==> src/rtl/two_phase_clk_monitor.sv <==
// ---------------------------------------------------------------------------
// two_phase_clk_monitor
//
// Oversampling checker for a two-phase non-overlapping clock pair phi1/phi2.
// Both phases are registered on clk. The phase sequence is tracked from those
// samples, and the monitor measures phase widths, counts completed
// phi1->phi2->phi1 cycles and flags overlap, ordering and gap violations.
// "locked" is raised after LOCK_CYCLES consecutive clean cycles.
//
// Parameters:
//   WIDTH_W     - width of the saturating phase-width/gap counters
//   CNT_W       - width of the wrapping completed-cycle counter
//   MIN_GAP     - minimum both-low gap (clk cycles) required between phases
//   LOCK_CYCLES - consecutive clean cycles needed for locked
//
// Ports:
//   clk          in   sampling clock, rising edge
//   reset        in   synchronous active-high reset
//   phi1, phi2   in   clock pair under test
//   phi1_width   out  high time of the last completed phi1 pulse (clk cycles)
//   phi2_width   out  high time of the last completed phi2 pulse (clk cycles)
//   cycle_count  out  completed phi1->phi2->phi1 cycles (wraps)
//   overlap_err  out  sticky: phi1 and phi2 sampled high together
//   order_err    out  sticky: a phase repeated without the other in between
//   gap_err      out  sticky: both-low gap shorter than MIN_GAP / direct handoff
//   locked       out  LOCK_CYCLES clean cycles since last error or reset
// ---------------------------------------------------------------------------
module two_phase_clk_monitor #(
    parameter int WIDTH_W     = 8,
    parameter int CNT_W       = 16,
    parameter int MIN_GAP     = 2,
    parameter int LOCK_CYCLES = 4
) (
    input  logic               clk,
    input  logic               reset,
    input  logic               phi1,
    input  logic               phi2,
    output logic [WIDTH_W-1:0] phi1_width,
    output logic [WIDTH_W-1:0] phi2_width,
    output logic [CNT_W-1:0]   cycle_count,
    output logic               overlap_err,
    output logic               order_err,
    output logic               gap_err,
    output logic               locked
);

    localparam int LOCK_W = $clog2(LOCK_CYCLES + 1);
    localparam logic [WIDTH_W-1:0] W_MAX     = '1;
    localparam logic [WIDTH_W-1:0] W_ONE     = WIDTH_W'(1);
    localparam logic [WIDTH_W-1:0] MIN_GAP_W = WIDTH_W'(MIN_GAP);
    localparam logic [LOCK_W-1:0]  LOCK_VAL  = LOCK_W'(LOCK_CYCLES);

    typedef enum logic [2:0] {
        IDLE = 3'd0,
        ARM  = 3'd1,
        P1   = 3'd2,
        G12  = 3'd3,
        P2   = 3'd4,
        G21  = 3'd5
    } state_t;

    state_t             state_q, state_d;
    logic               s1_q, s1_d;
    logic               s2_q, s2_d;
    logic               valid_q, valid_d;
    logic [WIDTH_W-1:0] width_q, width_d;
    logic [WIDTH_W-1:0] gap_q, gap_d;
    logic [WIDTH_W-1:0] phi1_width_q, phi1_width_d;
    logic [WIDTH_W-1:0] phi2_width_q, phi2_width_d;
    logic [CNT_W-1:0]   cycle_count_q, cycle_count_d;
    logic               overlap_q, overlap_d;
    logic               order_q, order_d;
    logic               gap_err_q, gap_err_d;
    logic [LOCK_W-1:0]  clean_q, clean_d;
    logic               dirty_q, dirty_d;
    logic               locked_q, locked_d;

    logic [1:0] smp;
    logic       ov_hit, ord_hit, gap_hit, done, sync, any_err;

    assign smp = {s1_q, s2_q};

    function automatic logic [WIDTH_W-1:0] sat_inc(input logic [WIDTH_W-1:0] v);
        return (v == W_MAX) ? v : v + W_ONE;
    endfunction

    always_comb begin
        s1_d          = phi1;
        s2_d          = phi2;
        valid_d       = 1'b1;
        state_d       = state_q;
        width_d       = width_q;
        gap_d         = gap_q;
        phi1_width_d  = phi1_width_q;
        phi2_width_d  = phi2_width_q;
        cycle_count_d = cycle_count_q;
        ov_hit        = 1'b0;
        ord_hit       = 1'b0;
        gap_hit       = 1'b0;
        done          = 1'b0;
        sync          = 1'b0;

        // The first sample after reset is the cleared register, not a real
        // observation of the inputs, so it must not arm the tracker.
        if (valid_q) begin
            case (state_q)
                IDLE: begin
                    if (smp == 2'b00) state_d = ARM;
                end
                ARM: begin
                    case (smp)
                        2'b10: begin
                            state_d = P1;
                            width_d = W_ONE;
                            sync    = 1'b1;
                        end
                        2'b01:   state_d = IDLE;
                        2'b00:   state_d = ARM;
                        default: begin
                            ov_hit  = 1'b1;
                            state_d = IDLE;
                        end
                    endcase
                end
                P1, P2: begin
                    // P1 and P2 are mirror images; own = this phase alone.
                    case (smp)
                        2'b00: begin
                            if (state_q == P1) phi1_width_d = width_q;
                            else               phi2_width_d = width_q;
                            gap_d   = W_ONE;
                            state_d = (state_q == P1) ? G12 : G21;
                        end
                        2'b10, 2'b01: begin
                            if ((smp == 2'b10) == (state_q == P1)) begin
                                width_d = sat_inc(width_q);
                            end else begin
                                // direct handoff with no both-low sample
                                gap_hit = 1'b1;
                                width_d = W_ONE;
                                state_d = (state_q == P1) ? P2 : P1;
                            end
                        end
                        default: begin
                            ov_hit  = 1'b1;
                            state_d = IDLE;
                        end
                    endcase
                end
                G12, G21: begin
                    case (smp)
                        2'b00: gap_d = sat_inc(gap_q);
                        2'b10, 2'b01: begin
                            width_d = W_ONE;
                            state_d = (smp == 2'b10) ? P1 : P2;
                            if ((smp == 2'b01) == (state_q == G12)) begin
                                // expected next phase: gap check
                                if (gap_q < MIN_GAP_W) gap_hit = 1'b1;
                                if (state_q == G21) done = 1'b1;
                            end else begin
                                ord_hit = 1'b1;
                            end
                        end
                        default: begin
                            ov_hit  = 1'b1;
                            state_d = IDLE;
                        end
                    endcase
                end
                default: state_d = IDLE;
            endcase
        end

        any_err   = ov_hit | ord_hit | gap_hit;
        overlap_d = overlap_q | ov_hit;
        order_d   = order_q | ord_hit;
        gap_err_d = gap_err_q | gap_hit;

        if (done) cycle_count_d = cycle_count_q + CNT_W'(1);

        // Errors dominate a simultaneous completion.
        clean_d = clean_q;
        if (any_err) begin
            clean_d = '0;
        end else if (done && !dirty_q && (clean_q != LOCK_VAL)) begin
            clean_d = clean_q + LOCK_W'(1);
        end

        // dirty marks an error somewhere inside the cycle in progress; a new
        // cycle starts clean at synchronisation and at every completion.
        dirty_d = dirty_q;
        if (done || sync) dirty_d = 1'b0;
        else if (any_err) dirty_d = 1'b1;

        locked_d = (clean_d == LOCK_VAL);
    end

    always_ff @(posedge clk) begin
        if (reset) begin
            state_q       <= IDLE;
            s1_q          <= 1'b0;
            s2_q          <= 1'b0;
            valid_q       <= 1'b0;
            width_q       <= '0;
            gap_q         <= '0;
            phi1_width_q  <= '0;
            phi2_width_q  <= '0;
            cycle_count_q <= '0;
            overlap_q     <= 1'b0;
            order_q       <= 1'b0;
            gap_err_q     <= 1'b0;
            clean_q       <= '0;
            dirty_q       <= 1'b0;
            locked_q      <= 1'b0;
        end else begin
            state_q       <= state_d;
            s1_q          <= s1_d;
            s2_q          <= s2_d;
            valid_q       <= valid_d;
            width_q       <= width_d;
            gap_q         <= gap_d;
            phi1_width_q  <= phi1_width_d;
            phi2_width_q  <= phi2_width_d;
            cycle_count_q <= cycle_count_d;
            overlap_q     <= overlap_d;
            order_q       <= order_d;
            gap_err_q     <= gap_err_d;
            clean_q       <= clean_d;
            dirty_q       <= dirty_d;
            locked_q      <= locked_d;
        end
    end

    assign phi1_width  = phi1_width_q;
    assign phi2_width  = phi2_width_q;
    assign cycle_count = cycle_count_q;
    assign overlap_err = overlap_q;
    assign order_err   = order_q;
    assign gap_err     = gap_err_q;
    assign locked      = locked_q;

endmodule

==> config.mk <==
export PLATFORM = sky130hd
export DESIGN_NAME = two_phase_clk_monitor
export DESIGN_NICKNAME = d
export VERILOG_FILES = /design/src/rtl/two_phase_clk_monitor.sv
export SDC_FILE = /design/constraint.sdc
export NUM_CORES = 1
export LEC_CHECK = 0
export BUFFER_PORTS_ARGS = -buffer_cell sky130_fd_sc_hd__buf_4
export CORE_ASPECT_RATIO = 1.4
export CORE_MARGIN = 2
export CORE_UTILIZATION = 57
export DETAILED_ROUTE_END_ITERATION = 12
export GPL_TIMING_DRIVEN = 0
export PLACE_DENSITY_LB_ADDON = 0.15
export SLEW_MARGIN = 20
export SYNTH_ARGS = -nofsm -noshare
export SYNTH_HDL_FRONTEND = slang
export SYNTH_SLANG_ARGS = --single-unit
==> constraint.sdc <==
create_clock -name clk -period 2.54 [get_ports clk]
set_clock_uncertainty 0.15 [all_clocks]
set_input_delay 0.381 -clock clk [delete_from_list [all_inputs] [get_ports clk]]
set_output_delay 0.381 -clock clk [all_outputs]
set_load 0.005 [all_outputs]
==> impl_results.md, run 1 <==
* Status: finished, final reports clean
* Setup TNS at 0 ns
* Fraction of layout instances using a drive strength above 1 at 20.3%
* Design area at between 3000 and 4000 µm²
* Yosys cell types at 59
* Main synth FF type: dfxtp_1
* Final hold viol count at 0
* Clock root buffer: clkbuf_8
* Worst slew pin tran at 0.593 ns
* Clk buf depth at 2
* Cells after Synth at approximately 340
* Io pins at 40
* Site row count at 31
* Slew headroom at between 60% and 70%
* Top-area cell type share of the netlist area at between 30% and 40%
* Commonest cells in the netlist: dfxtp_1, nor2_1, mux2i_1, nand3_1, a21oi_1
* Antenna violations before repair at 0
* Hold buffers post-CTS at 0
* Synthesized area at between 3000 and 4000 µm²
* Maxcap violations at 0
* Synth top area cells: dfxtp_1, nor2_1, mux2i_1
* Largest net degree at the start of global routing at 12
* P_leak at about 1.4 nW
* H-tree levels at 3
* Synth Area in Compound Gates at 12.9%
* Synth Area in XOR/XNOR at about 5.6%
* Worst skew pair latency at ~0.36 ns
* Vias in the first global route at 2572
* Hold depth at 2
* CP Cell Sequence: inv_1 > ha_1 > and3b_1 > o31ai_4 > nor2_1 > a32oi_1 > nor2_1
* Share of the clock period used by the worst path at between 80% and 90%
* Syn nets at ~360
* Count leader, synth: dfxtp_1
* Grt ovf at 0
* Sinks on Clock Net at just over 60
* Final count of pins violating max slew at 0
* Core Area at between 5000 and 6000 µm²
* P&R area growth vs syn at 19.0%
* # diodes at 0
* TritonCTS clock tree: built
* Via count at ~2600
* Critical path type: flip-flop to flip-flop
* Startpoint types: flip-flop
* Met1 GRT Util at about 29%
* F_max at ~440 MHz
* Mux contribution to synthesized area at 6.76%
* Final nets at a little over 400
* Register area share after synthesis at between 30% and 40%
* PostCTS Resize Cnt at 0
* Reg2Reg Depth at 7
* Post-synth top area cell: dfxtp_1
* Tot Pwr at 0.00214 W
* Met3 GRT Util at 5.33%
* Final WL at 6840 µm
* Final Util at between 70 and 80%
* Largest family of logic cells by synthesized area: simple AND/OR/NAND/NOR gates
* Synth async-reset ratio at 0%
* Crit. End Element: flip-flop
* Starting DRT DRC Count at approximately 140
* DP HPWL at roughly 4800 µm
* Flops & latches, synth at 62
* Wire per inst at ~15 µm
* Die area at just over 6000 µm²
* Via density at roughly 5.7
* DP Area at 3480 µm²
* Req. time, crit path at ~2.6 ns
* Post-CTS setup buffer count at 0
* Post-synth EDFFs at 0
* Post-Synth Simple-Gate Area at between 20 and 25%
* DRC viols at 0
* Yosys warns at 0
* VDD IR-drop max at approximately 0.43 mV
* Die width at 66.4 µm
* Slowest stage delay, CP at 0.42 ns
* Clk pin slew, worst setup/hold paths at 0.07 ns
* Fill count at 418
* Crit path arrival time at approximately 2.4 ns
* RSZ-0062 raised after global routing: false
* Die Ht at 91.4 µm
* M2 GR Usage at 42.2%
* Port Buffers at 38
* Adder-Cell Fraction of Synth Area at 5.55%
* Critical Path Most Common Cell: nor2_1
* Power per cell area at 578 nW/µm²
* Avg Cell Area, Syn at 9.12 µm²
* CTS buffer count at 9
* Peak fanout along the critical path at 7
* Gr usage total at roughly a quarter
* ANT nets after route at 0
* Initial Util at 59.4%
* GP Congestion at around 0.84
* First-pass GRT wire length at roughly 12000 µm
* DR pass1 iterations at 4
* Hold crit path type: input pin to flip-flop
* Slowest-stage cell, CP: ha_1
* GR peak layer: met2
* Final setup viols at 0
* Period minus WS final at between 2 and 2.5 ns
[final timing paths]
| check | start | to | slack (ns) |
|---|---|---|---|
| max | s1_q | width_q[1] | 0.26 |
| min reg2reg | gap_err | gap_err | 0.31 |
| min | phi2 | s2_q | 0.08 |
| max reg2reg | s1_q | width_q[1] | 0.26 |
[state kept, by name, summed over array words and instances (netlist names), 3 cells and up]
register	cells
cycle_count	16
gap_q	8
phi1_width	8
phi2_width	8
width_q	8
clean_q	3
state_q	3
[layout make-up]
class                   count  area, µm²  area share, %
multi-input cells         251       1730           46.7
flip-flops and latches     62       1240           33.5
repair buffers             38        285           7.71
clock buffers              10        138           3.72
plain buffers              15       93.8           2.54
clock inverters             6       85.1           2.30
well taps                  66       82.6           2.23
inverters                  13       48.8           1.32
[layer usage]
metal | up-vias | share of wire [%]
met2 | 58 | 51
met3 | 14 | 3.8
met4 | 0 | 2.5
li1 | 1304 | -
met5 | - | 0
met1 | 1246 | 43
[cells by family after synthesis]
logic type,after synthesis
xor+xnor,20
buf+inv,28
simple gates,142
flops,62
mux,21
compound gates,54
fa+ha+maj,14
[report_power, final]
group	switching [W]	leakage, nW	total, W	internal (W)
Sequential	0.00000808	0.500	0.000989	0.000981
Clock	0.000406	0.108	0.000981	0.000575
Combinational	0.000108	0.783	0.000170	0.0000614
Total	0.000522	1.39	0.00214	0.00162
[critical path: cells and delay by family (launching register included)]
| family | cells | cell delay, ns |
|---|---|---|
| AOI/OAI and AO/OA | 2 | 0.65 |
| and+or+nand+nor | 3 | 0.43 |
| adders and majority gates | 1 | 0.42 |
| DFF | 1 | 0.38 |
| buffers and inverters | 1 | 0.11 |
[per-stage QoR]
stage / hold slack [ns] / setup slack [ns] / std cells
5_1_grt: 0.116 / 0.102 / 461
2_1_floorplan: 0.292 / 0.539 / 341
3_5_place_dp: 0.296 / 0.286 / 445
4_1_cts: 0.0757 / 0.261 / 461
6_report: 0.0782 / 0.264 / 461
3_3_place_gp: 0.289 / 0.313 / 445
[cell usage in the layout (no fill, tap or decap), drive strengths merged, types with 3 or more instances in the layout]
master and count:
nor2 58, a31oi 3, nand3 20, a211oi 5, and3 3, or3 5, o31ai 6, dfxtp 62
buf 45, xor2 10, a21oi 15, nand2 12, mux2i 21, o21ai 8, clkbuf 18, a311oi 4
ha 13, nand4 6, nor3 15, xnor2 10, nor2b 5, inv 13, and4 3
No activity file was read; power rests on OpenSTA's default activity.
==> run 2, diff against run 1 <==
--- a/config.mk
+++ b/config.mk
@@ -9,3 +9,2 @@
 export CORE_ASPECT_RATIO = 1.4
-export CORE_MARGIN = 2
 export CORE_UTILIZATION = 57
==> constraint.sdc (replaced) <==
create_clock -name clk -period 2.54 [get_ports clk]
set_clock_uncertainty 0.15 [all_clocks]
set_input_delay 0.635 -clock clk [delete_from_list [all_inputs] [get_ports clk]]
set_output_delay 0.635 -clock clk [all_outputs]
set_load 0.005 [all_outputs]
==> impl_results.md, run 2 (synthesized netlist as in run 1, its figures left out) <==
* VDD IR-drop max at 0.456 mV
* Design area at between 3000 and 4000 µm²
* DR pass1 iterations at 4
* DRC viols at 0
* Maxcap violations at 0
* Io pins at 40
* Die Ht at 89.4 µm
* Startpoint types: flip-flop
* Sinks on Clock Net at 62
* Share of the clock period used by the worst path at approximately nine tenths
* # diodes at 0
* RSZ-0062 raised after global routing: false
* PostCTS Resize Cnt at 0
* ANT nets after route at 0
* Worst Path Buf+Inv at 1
* Reg2Reg Depth at 7
* Final count of pins violating max slew at 0
* Final WL at 6840 µm
* Port Buffers at 38
* Pre-CTS WS at ~0.26 ns
* Worst r2r dst: width_q[1]
* Final hold viol count at 0
* Clk pin slew, worst setup/hold paths at around 0.07 ns
* Critical path type: flip-flop to flip-flop
* Initial Util at between 50% and 60%
* P_leak at between 1 and 1.5 nW
* Hold crit path type: flip-flop to flip-flop
* GP Congestion at ~0.9
* Crit path arrival time at 2.37 ns
* Hold EP: gap_err
* Antenna violations before repair at 0
* CTS buffer count at 9
* Period minus WS final at about 2.3 ns
* DP Area at 3480 µm²
* Vias in the first global route at 2511
* Die width at roughly 64 µm
* Largest net degree at the start of global routing at 11
* Reg-to-Reg Start: s1_q
* Status: finished, final reports clean
* Die area at 5760 µm²
* Final Util at between 70% and 80%
* F_max at approximately 430 MHz
* H-tree levels at 3
* DP HPWL at around 4800 µm
* Slew headroom at between 50% and 60%
* CP delay by family, top: compound AO/OA/AOI/OAI gates
* Slowest-stage cell, CP: ha_1
* P&R area growth vs syn at 18.5%
* Top Metal Used: met4
* Worst skew pair latency at 0.34 ns
* First-pass GRT wire length at 11000 µm
* Clk buf depth at 2
* Hold_sp: gap_err
* Commonest cells after routing, fill and taps aside: dfxtp_1, nor2_1, buf_4
* M1 WL at between 2000 and 3000 µm
* Most common cell after layout, fill and taps aside: dfxtp_1
* Grt ovf at 0
* Post-CTS setup buffer count at 0
* Fraction of layout instances using a drive strength above 1 at roughly a fifth
* Final setup margin at roughly 0.23 ns
* Worst slew pin tran at between 0.6 and 0.7 ns
* Req. time, crit path at between 2 and 3 ns
* TritonCTS clock tree: built
* Starting DRT DRC Count at between 100 and 150
* Via density at between 5 and 6
* Routed met3 length at 247 µm
* Gr usage total at between 20% and 30%
* Routed met2 length at around 3500 µm
* Fill count at 445
* Final nets at approximately 410
* Site row count at 31
* Wire per inst at 14.9 µm
* Reg-to-reg slack, setup at 0.23 ns
* Core Area at ~5200 µm²
* CP Cell Sequence: inv_1 > ha_1 > and3b_1 > o31ai_4 > nor2_1 > a32oi_1 > nor2_1
* Slowest stage delay, CP at 0.44 ns
* Hold depth at 2
* Clock root buffer: clkbuf_8
* Peak fanout along the critical path at 7
* Power per cell area at between 500 and 600 nW/µm²
* Critical Path Most Common Cell: nor2_1
* Largest register FFs at 16
* Via count at roughly 2600
* Final setup viols at 0
* Tot Pwr at around 0.0021 W
* Hold buffers post-CTS at 0
* Setup TNS at 0 ns
* Crit. End Element: flip-flop
## run 2: report_power, final
part | total [W] | switching (W) | internal, W
Clock | 0.000909 | 0.000377 | 0.000532
Combinational | 0.000169 | 0.000108 | 0.0000613
Sequential | 0.000990 | 0.00000926 | 0.000981
Total | 0.00207 | 0.000494 | 0.00157
## run 2: area by class of cell
class,instances,area (µm²),area share (%)
Clock buffer,13,169,4.58
Tap cell,66,82.6,2.24
Buffer,15,93.8,2.55
Sequential cell,62,1240,33.7
Multi-Input combinational cell,251,1730,46.8
Clock inverter,2,38.8,1.05
Timing Repair Buffer,38,285,7.74
Inverter,13,48.8,1.32
## run 2: through the flow
stage,hold WS [ns],cells
after floorplan,0.292,341
after global routing,0.366,460
final,0.336,460
after global placement,0.292,445
after CTS,0.342,460
after detailed placement,0.306,445
## run 2: worst max-delay path by stage
stage	startpoint	to	slack, ns	cells past startpoint
after floorplan	s1_q	width_q[0]	0.54	7
after global placement	s1_q	width_q[1]	0.31	7
after detailed placement	s1_q	width_q[1]	0.26	7
after CTS	s1_q	width_q[1]	0.25	7
after global routing	s1_q	width_q[5]	0.08	6
final	s1_q	width_q[1]	0.23	7
## run 2: worst register-to-register path, cell delays in order, from the launching register on
cell,delay (ns)
dfxtp_1,0.38
inv_1,0.11
ha_1,0.44
and3b_1,0.28
o31ai_4,0.42
nor2_1,0.12
a32oi_1,0.23
nor2_1,0.06
## run 2: routing by layer
layer,vias to the layer above,GRT usage (%)
li1,1304,-
met1,1248,26.8
met2,65,45.0
met3,18,5.61
met4,0,16.2
met5,-,0
==> run 3, diff against run 2 <==
BUFFER_PORTS_ARGS = unset   (was -buffer_cell sky130_fd_sc_hd__buf_4)
CORE_UTILIZATION = 63   (was 57)
DONT_BUFFER_PORTS = 1   (was unset)
==> impl_results.md, run 3 (synthesized netlist as in run 1, its figures left out) <==
* Status: finished, final reports clean
* Worst Path Buf+Inv at 1
* Worst slew pin tran at 0.556 ns
* Slowest stage delay, CP at around 0.43 ns
* Site row count at 29
* Setup TNS at 0 ns
* Post-CTS setup buffer count at 0
* Final count of pins violating max slew at 0
* RSZ-0062 raised after global routing: false
* Via count at between 2000 and 2500
* Largest net degree at the start of global routing at 11
* Crit. End Element: flip-flop
* DRC viols at 0
* Final setup viols at 0
* Starting DRT DRC Count at ~130
* Hold crit path type: input pin to flip-flop
* CP delay by family, top: compound AO/OA/AOI/OAI gates
* Initial Util at ~67%
* Grt ovf at 0
* CTS buffer count at 9
* Antenna violations before repair at 0
* Most common cell after layout, fill and taps aside: dfxtp_1
* Core Area at 4640 µm²
* Via density at ~5.9
* H-tree levels at 3
* Crit path arrival time at 2.42 ns
* Maxcap violations at 0
* Slowest-stage cell, CP: ha_1
* Die Ht at 85.1 µm
* DR pass1 iterations at 4
* CP Cell Sequence: inv_1 > ha_1 > and3b_1 > o31ai_4 > o21ai_0 > a311oi_1
* Worst skew pair latency at around 0.34 ns
* P_leak at 1.16 nW
* Gr usage total at between 20% and 30%
* Io pins at 40
* DP HPWL at around 4600 µm
* Die width at 61.4 µm
* Sinks on Clock Net at just over 60
* Commonest cells after routing, fill and taps aside: dfxtp_1, nor2_1, mux2i_1
* Power per cell area at 567 nW/µm²
* VDD IR-drop max at between 0.5 and 0.6 mV
* Die area at approximately 5200 µm²
* Hold buffers post-CTS at 0
* Final WL at roughly 6500 µm
* P&R area growth vs syn at 7.88%
* GP Congestion at a little under 0.9
* Fraction of layout instances using a drive strength above 1 at between 10% and 20%
* Tot Pwr at ~0.0019 W
* Largest register FFs at 16
* Clk pin slew, worst setup/hold paths at around 0.07 ns
* Share of the clock period used by the worst path at 91.6%
* TritonCTS clock tree: built
* Period minus WS final at about 2.3 ns
* Slew headroom at a little over three fifths
* ANT nets after route at 0
* Critical path type: flip-flop to flip-flop
* Peak fanout along the critical path at 7
* PostCTS Resize Cnt at 0
* Wire per inst at 15.5 µm
* Clock root buffer: clkbuf_8
* # diodes at 0
* Port Buffers at 0
* Final nets at approximately 370
* First-pass GRT wire length at between 10000 and 15000 µm
* Final hold viol count at 0
* Req. time, crit path at between 2 and 3 ns
* Vias in the first global route at ~2500
* Clk buf depth at 2
* F_max at roughly 430 MHz
* Startpoint types: flip-flop
[run 3: layer usage]
layer  wire (µm)  track usage [%]  vias up
li1            -                -     1235
met5           0                0        -
met2        3330             45.9       62
met4         145             15.6        0
met3         299             6.10       10
met1        2700             29.2     1165
[run 3: worst register-to-register path, stage by stage (launching register included)]
cell and delay [ns]:
dfxtp_1 0.39, inv_1 0.12, ha_1 0.43, and3b_1 0.27
o31ai_4 0.40, o21ai_0 0.21, a311oi_1 0.26
[run 3: where the power goes]
part	switching (W)	internal [W]	total [W]
clock network	0.000370	0.000376	0.000746
registers	0.00000823	0.000981	0.000989
logic	0.000108	0.0000592	0.000167
total	0.000486	0.00142	0.00190
[run 3: worst paths after layout]
path,from,endpoint,slack [ns],cells past startpoint
worst max-delay path,s1_q,width_q[7],0.21,6
worst min-delay path,phi2,s2_q,0.28,1
worst max register to register,s1_q,width_q[7],0.21,6
worst min register to register,gap_err,gap_err,0.32,2
[run 3: cell type report]
class                      count  area [µm²]
sequential                    62        1240
inverter                      13        48.8
multi-input combinational    251        1730
buffer                        15        93.8
clock buffer                  12         145
fill                         369        1290
clock inverter                 4        22.5
tap                           62        77.6
[run 3: stage by stage]
| step | cells | hold slack, ns | instance area [µm²] | utilization, % | worst slack (ns) |
|---|---|---|---|---|---|
| after global placement | 403 | 0.308 | 3190 | 68.6 | 0.298 |
| after global routing | 419 | 0.277 | 3360 | 72.3 | 0.0562 |
| after detailed placement | 403 | 0.308 | 3190 | 68.6 | 0.277 |
| after CTS | 419 | 0.270 | 3360 | 72.3 | 0.217 |
| final | 419 | 0.275 | 3360 | 72.3 | 0.214 |
| after floorplan | 341 | 0.292 | 3110 | - | 0.539 |
